[src/rtl/credit_display_ctrl.sv]
// Binary credit value to four BCD digits via sequential double-dabble, plus a
// time-multiplexed digit scanner with leading-zero blanking for the 7-seg decoder.
module credit_display_ctrl #(
  parameter int unsigned BIN_W    = 14,
  parameter int unsigned SCAN_DIV = 50000
) (
  input  logic             clk,
  input  logic             rst,
  input  logic [BIN_W-1:0] bin_in,
  input  logic             load,
  output logic             busy,
  output logic             ovf,
  output logic [15:0]      bcd_value,
  output logic [3:0]       bcd_digit,
  output logic [3:0]       an
);

  localparam int unsigned DIV_W   = (SCAN_DIV > 1) ? $clog2(SCAN_DIV) : 1;
  localparam int unsigned MAX_VAL = 9999;

  typedef enum logic {StIdle, StConv} state_e;

  state_e      state_q, state_d;
  logic [13:0] bin_q, bin_d;
  logic [15:0] scratch_q, scratch_d;
  logic [3:0]  cnt_q, cnt_d;
  logic        ovf_q, ovf_d;
  logic [15:0] value_q, value_d;
  logic [15:0] adj;
  logic        in_range;
  logic [BIN_W-1:0] clamped;

  assign in_range = (bin_in <= BIN_W'(MAX_VAL));
  assign clamped  = in_range ? bin_in : BIN_W'(MAX_VAL);

  always_comb begin
    state_d   = state_q;
    bin_d     = bin_q;
    scratch_d = scratch_q;
    cnt_d     = cnt_q;
    ovf_d     = ovf_q;
    value_d   = value_q;
    for (int i = 0; i < 4; i++) begin
      adj[4*i +: 4] = (scratch_q[4*i +: 4] >= 4'd5) ? scratch_q[4*i +: 4] + 4'd3
                                                     : scratch_q[4*i +: 4];
    end
    unique case (state_q)
      StIdle: begin
        if (load) begin
          bin_d     = clamped[13:0];
          scratch_d = '0;
          cnt_d     = '0;
          ovf_d     = !in_range;
          state_d   = StConv;
        end
      end
      StConv: begin
        {scratch_d, bin_d} = {adj, bin_q} << 1;
        cnt_d              = cnt_q + 4'd1;
        if (cnt_q == 4'd13) begin
          value_d = scratch_d;
          state_d = StIdle;
        end
      end
      default: state_d = StIdle;
    endcase
  end

  always_ff @(posedge clk or posedge rst) begin
    if (rst) begin
      state_q   <= StIdle;
      bin_q     <= '0;
      scratch_q <= '0;
      cnt_q     <= '0;
      ovf_q     <= 1'b0;
      value_q   <= '0;
    end else begin
      state_q   <= state_d;
      bin_q     <= bin_d;
      scratch_q <= scratch_d;
      cnt_q     <= cnt_d;
      ovf_q     <= ovf_d;
      value_q   <= value_d;
    end
  end

  // Digit scanner: always reads the held result, never the scratch register.
  logic [DIV_W-1:0] div_q;
  logic [1:0]       idx_q, idx_next;
  logic [3:0]       an_q, digit_q;
  logic [3:0]       shown [4];
  logic             lead;
  logic             wrap;

  assign wrap     = (div_q == DIV_W'(SCAN_DIV - 1));
  assign idx_next = idx_q + 2'd1;

  always_comb begin
    lead     = 1'b1;
    shown[0] = value_q[3:0];
    for (int i = 3; i >= 1; i--) begin
      shown[i] = value_q[4*i +: 4];
      if (lead && value_q[4*i +: 4] == 4'd0) begin
        shown[i] = 4'hF;
      end else begin
        lead = 1'b0;
      end
    end
  end

  always_ff @(posedge clk or posedge rst) begin
    if (rst) begin
      div_q   <= '0;
      idx_q   <= 2'd0;
      an_q    <= 4'b1110;
      digit_q <= 4'h0;
    end else if (wrap) begin
      div_q   <= '0;
      idx_q   <= idx_next;
      an_q    <= ~(4'b0001 << idx_next);
      digit_q <= shown[idx_next];
    end else begin
      div_q   <= div_q + DIV_W'(1);
    end
  end

  assign busy      = (state_q == StConv);
  assign ovf       = ovf_q;
  assign bcd_value = value_q;
  assign bcd_digit = digit_q;
  assign an        = an_q;

endmodule

[config.mk]
export PLATFORM = sky130hd
export DESIGN_NAME = credit_display_ctrl
export DESIGN_NICKNAME = d
export VERILOG_FILES = /design/src/rtl/credit_display_ctrl.sv
export SDC_FILE = /design/constraint.sdc
export NUM_CORES = 1
export LEC_CHECK = 0
export BUFFER_PORTS_ARGS = -buffer_cell sky130_fd_sc_hd__buf_2
export CAP_MARGIN = 20
export CELL_PAD_IN_SITES_DETAIL_PLACEMENT = 1
export CELL_PAD_IN_SITES_GLOBAL_PLACEMENT = 2
export CORE_MARGIN = 5
export CORE_UTILIZATION = 38
export DETAILED_ROUTE_END_ITERATION = 8
export PLACE_DENSITY_LB_ADDON = 0.1
export SLEW_MARGIN = 20
export SYNTH_ARGS = -nofsm -noshare
export SYNTH_HDL_FRONTEND = slang
export SYNTH_SLANG_ARGS = --single-unit
[constraint.sdc]
create_clock -name clk -period 3.9 [get_ports clk]
set_clock_uncertainty 0.05 [all_clocks]
set_input_delay 1.17 -clock clk [delete_from_list [all_inputs] [get_ports clk]]
set_output_delay 1.17 -clock clk [all_outputs]
set_load 0.005 [all_outputs]
# After elaboration in Yosys (flattened, before gate mapping)
# Index checks and enable logic that the tools add are counted.
[word_totals] in_bits=17 word_cells=61 register_bits=78 out_inout_bits=26
[op_classes] n_mux=23 n_addsub=7 n_bitwise=3 shifts=1 n_reduce_logical=8 order_cmp=6 eq_ne=3
[op_table] op="$mux W4" count=9
[op_table] op="$mux W16" count=2
[op_table] op="$pmux W16 S2" count=1
[op_table] op="$mux W14" count=2
[op_table] op="$pmux W14 S2" count=1
[op_table] op="$add A16 B1 Y16 const B" count=1
[op_table] op="$eq A16 B16 Y1 const B" count=1
[op_table] op="$ge A4 B3 Y1 const B" count=4
[op_table] op="$le A14 B14 Y1 const B" count=1
[op_table] op="$add A4 B2 Y4 const B" count=3
[op_table] op="$logic_not A4 Y1" count=3
[op_table] op="$bmux W4 S2" count=1
[op_table] op="$pmux W4 S2" count=1
[op_table] op="$add A4 B1 Y4 const B" count=1
[op_table] op="$eq A4 B4 Y1 const B" count=1
[op_table] op="$mux W1" count=4
[op_table] op="$not A4 Y4" count=1
[op_table] op="$reduce_and A2 Y1" count=2
[op_table] op="$shl A1 B2 Y4 const A" count=1
[op_table] op="$add A3 B2 Y3 const B" count=1
[op_table] op="$ge A3 B3 Y1 const B" count=1
[op_table] op="$mux W3" count=1
[op_table] op="$not A2 Y3" count=1
[op_table] op="$add A2 B1 Y2 const B" count=1
[op_table] op="other kinds (5)" count=6

# Logic depth before layout (Yosys ltp)
[depth] ltp_word=9 ltp_mapped=7 mapped_depth_nobuf=6

# Worst setup path after synthesis
# OpenSTA, ideal clock, no wires.
[synth_timing] path_type="input to register" start="in load" end="reg bin_q[1]" slack_ps=1655 path_buffers=2 setup_ps=129 arrival_time_ps=2065 t_required_ps=3721 path_stages=5 path_cell_list="clkbuf_1 -> buf_2 -> mux2_2 -> mux2i_1 -> nand2_1"
[synth_via] elab_chain_len=1
[synth_lines] element="from (decl)" line="10" source="input logic load,"
[synth_lines] element="$ne A2 B2 Y1 (no line)"
[synth_lines] element="to (signal assigned)" line="79" source="bin_q <= bin_d;"
[synth_lines] element="to (decl)" line="24" source="logic [13:0] bin_q, bin_d;"
# No other way between the ends.
# A chain may end at the register's enable or synchronous reset.

# Worst setup path after layout
[layout_timing] start="in bin_in[6]" end="reg bin_q[6]"
[layout_via] elab_chain_len=4
[layout_lines] element="from (decl)" line="9" source="input logic [BIN_W-1:0] bin_in,"
[layout_lines] element="$le A14 B14 Y1" line="33" source="assign in_range = (bin_in <= BIN_W'(MAX_VAL));"
[layout_lines] element="$mux W14 *" line="34" source="assign clamped = in_range ? bin_in : BIN_W'(MAX_VAL);"
[layout_lines] element="$mux W14 *" line="49" source="if (load) begin"
[layout_lines] element="$pmux W14 S2 *" line="47" source="unique case (state_q)"
# Mark *: on every way between the ends. The rest lies on a longest branch, timed or not. The select of a mux whose other input is x is not followed.

==> results_dict.tcl <==
set metrics [dict create \
    fin_setup_tns_ns 0 \
    ys_async_sr_fraction_pct 100 \
    startpoint "bin_in[6]" \
    path_delay_family "compound AO/OA/AOI/OAI gates" \
    setup_viol 0 \
    drc 0 \
    io_buffers 42 \
    routed_wl_um 9160 \
    grt_max_degree 55 \
    die_y_um 113 \
    yosys_warnings 0 \
    ys_types 46 \
    pin_count 43 \
    clk_latency_ns 0.36 \
    postLayoutCellArea_mm2 0.00453 \
    p_leak_nw 2.17 \
    worst_pin_slew_ns 0.758 \
    path_buf_inv 1 \
    synth.yosys.seq_area_share_pct 48.9 \
    grt_pass1_vias 3105 \
    antenna_cells 0 \
    grt_pass1_wl_um 16000 \
    yosys_most_used_dff "dfrtp_1" \
    maxCapViolCount 0 \
    dieArea_mm2 0.0127 \
    synth-edff-count 0 \
    viasPerCell 5.27 \
    hold_buffers 0 \
    synthesis.instances 376 \
    area_growth_pct 13.4 \
    cts_setup_buffers 0 \
    layout-drive-gt1-share_pct 20.7 \
    hold_viol 0 \
    track_usage_pct 15.6 \
    final_cell_mix "dfrtp_1, buf_2, nand2_1, o21ai_0, mux2i_1" \
    dr.pass1.iters 4 \
    reg2reg_from "div_q[0]$_DFF_PP0_" \
    slowest_delay_ns 0.39 \
    path_class "in -> reg" \
    rows 37 \
    dp_hpwl_um 6430 \
    clock_sinks 78 \
    cts_buffers 9 \
    switching_share_pct 37.5 \
    cp.required_ns 4.15 \
    clk_pin_slew_ns 0.08 \
    critPathSlowestCell "nor4_1" \
    clk_path_buf_depth 2 \
    nNetsFinal 448 \
    cp_max_fo 4 \
    power.switching_mw 1.13 \
    grt_overflow_total 0 \
    slew_viol_final 0 \
    comb_power_share_pct 35.9 \
    worst_slack_ns 1.64 \
    setup.worst_path.start_class "input port" \
    rsz0062_at_grt "false" \
    register_area_mm2 0.00196 \
    core_region_area_mm2 0.0103 \
    syn_nets 408 \
    ys_ff_latch 78 \
    placed_cell_area_mm2 0.00433 \
    mostFrequentLayoutCell "dfrtp_1" \
    fin_crit_ns 2.26 \
    syn_area_per_cell_um2 10.6 \
    initial_utilization_pct 38.9 \
    drtIter0Drc 103 \
    multi_input_area_mm2 0.00191 \
    p_int_mw 1.89 \
    hp-start "an[2]$_DFFE_PP1N_" \
    path_cells "buf_2 -> nor4_1 -> o21ai_0 -> a21oi_1 -> a221o_1" \
    cp-end-kind "register" \
    synth.cell_area_mm2 0.00400 \
    place_congestion 0.740 \
    cts_resized 0 \
    htree_levels 3 \
    pwr_density_cell_mw_per_mm2 667 \
    cts_tree "built" \
    hold_path.class "reg -> reg" \
    ant_nets 0 \
    slew-limit-headroom_pct 49.5 \
    clkPwrFrac_pct 21.0 \
    fmax_mhz 442 \
    n_fill_cell 1170 \
    fp.dieW_um 113 \
    antenna_found_initial 0 \
    ir_worst_vdd_mv 0.395 \
    wl_per_cell_um 16.4 \
    period_share_pct 58.1 \
    power_mw 3.03 \
    cts_root_buf "clkbuf_8" \
    pre_cts_slack_ns 1.21 \
    status "finished clean" \
    pwr-share-seq_pct 43.1 \
    num_vias 2937 \
    cp.arrival_ns 2.52 \
]
## power by group through the flow
| stage | Combinational [mW] | Sequential (mW) | Clock [mW] |
|---|---|---|---|
| 3_3_place_gp | 1.07 | 1.32 | 0 |
| 6_report | 1.09 | 1.30 | 0.635 |
| 3_5_place_dp | 1.11 | 1.32 | 0 |
| 5_1_grt | 1.24 | 1.34 | 0.699 |
| 4_1_cts | 1.11 | 1.31 | 0.657 |
| 2_1_floorplan | 0.813 | 1.24 | 0 |
## metal layers
| layer | global-route usage (%) | share of wire (%) | up-vias |
|---|---|---|---|
| met4 | 6.25 | 1.9 | 0 |
| li1 | - | - | 1416 |
| met2 | 25.2 | 48 | 37 |
| met5 | 0 | 0 | - |
| met1 | 20.6 | 48 | 1472 |
| met3 | 3.23 | 3.0 | 12 |
## area by class of cell
type                    instances  share of cell area (%)
multi-input cells             267                    42.0
inverters                      15                    1.24
repair buffers                 45                    5.41
well taps                     136                    3.75
flip-flops and latches         78                    43.2
clock inverters                 4                   0.993
clock buffers                  12                    3.42
## tightest hold or removal path, stage by stage, from the launching register on
cell and delay [ns]:
dfstp_2 0.37, nand2_1 0.04, o21ai_1 0.05
## final timing paths
| kind | slack [ns] | depth (start not counted) | to |
|---|---|---|---|
| setup / recovery | 1.64 | 5 | bin_q[6]$_DFFE_PP0P_ |
| hold / removal | 0.41 | 2 | an[2]$_DFFE_PP1N_ |
| setup reg to reg | 1.81 | 5 | bcd_digit[1]$_DFFE_PP0N_ |
| hold reg to reg | 0.41 | 2 | an[2]$_DFFE_PP1N_ |
| max in group asynchronous | 2.22 | 3 | an[3]$_DFFE_PP1N_ |
| min in group asynchronous | 0.84 | 2 | bcd_value[2]$_DFFE_PP0P_ |
## state kept, by name, indices dropped and copies added (netlist names)
signal	cells
an	4
bin_q	14
scratch_q	16
bcd_digit	4
busy	1
ovf	1
idx_q	2
div_q	16
bcd_value	16
cnt_q	4
## cell families after synthesis
kind of cell / share of synthesized area, %
AO/OA/AOI/OAI: 11.4
XOR/XNOR: 4.16
adder cells (fa/ha/maj): 4.69
buffers and inverters: 3.44
flip-flops: 48.9
multiplexers: 8.89
AND/OR/NAND/NOR: 18.5
## synth_stat cells (all sizes together), types with 12 or more instances
library cell   n  area share (%)
mux2i         22             5.5
nor3b         15             2.8
a21oi         14             1.8
nand2         37             3.5
xnor2         12             2.6
dfrtp         75              47
nor2          16             1.6
inv           15             1.4
nand2b        17             2.7
ha            15             4.7
mux2          12             3.4
o21ai         30             3.8
## per-stage QoR
step,utilization [%],std cells,hold WS [ns]
after floorplan,-,376,0.399
after global placement,42.2,541,0.403
after detailed placement,42.2,541,0.407
after CTS,44.1,557,0.417
after global routing,44.1,557,0.442
final,44.1,557,0.412
No activity file was read; power rests on OpenSTA's default activity.
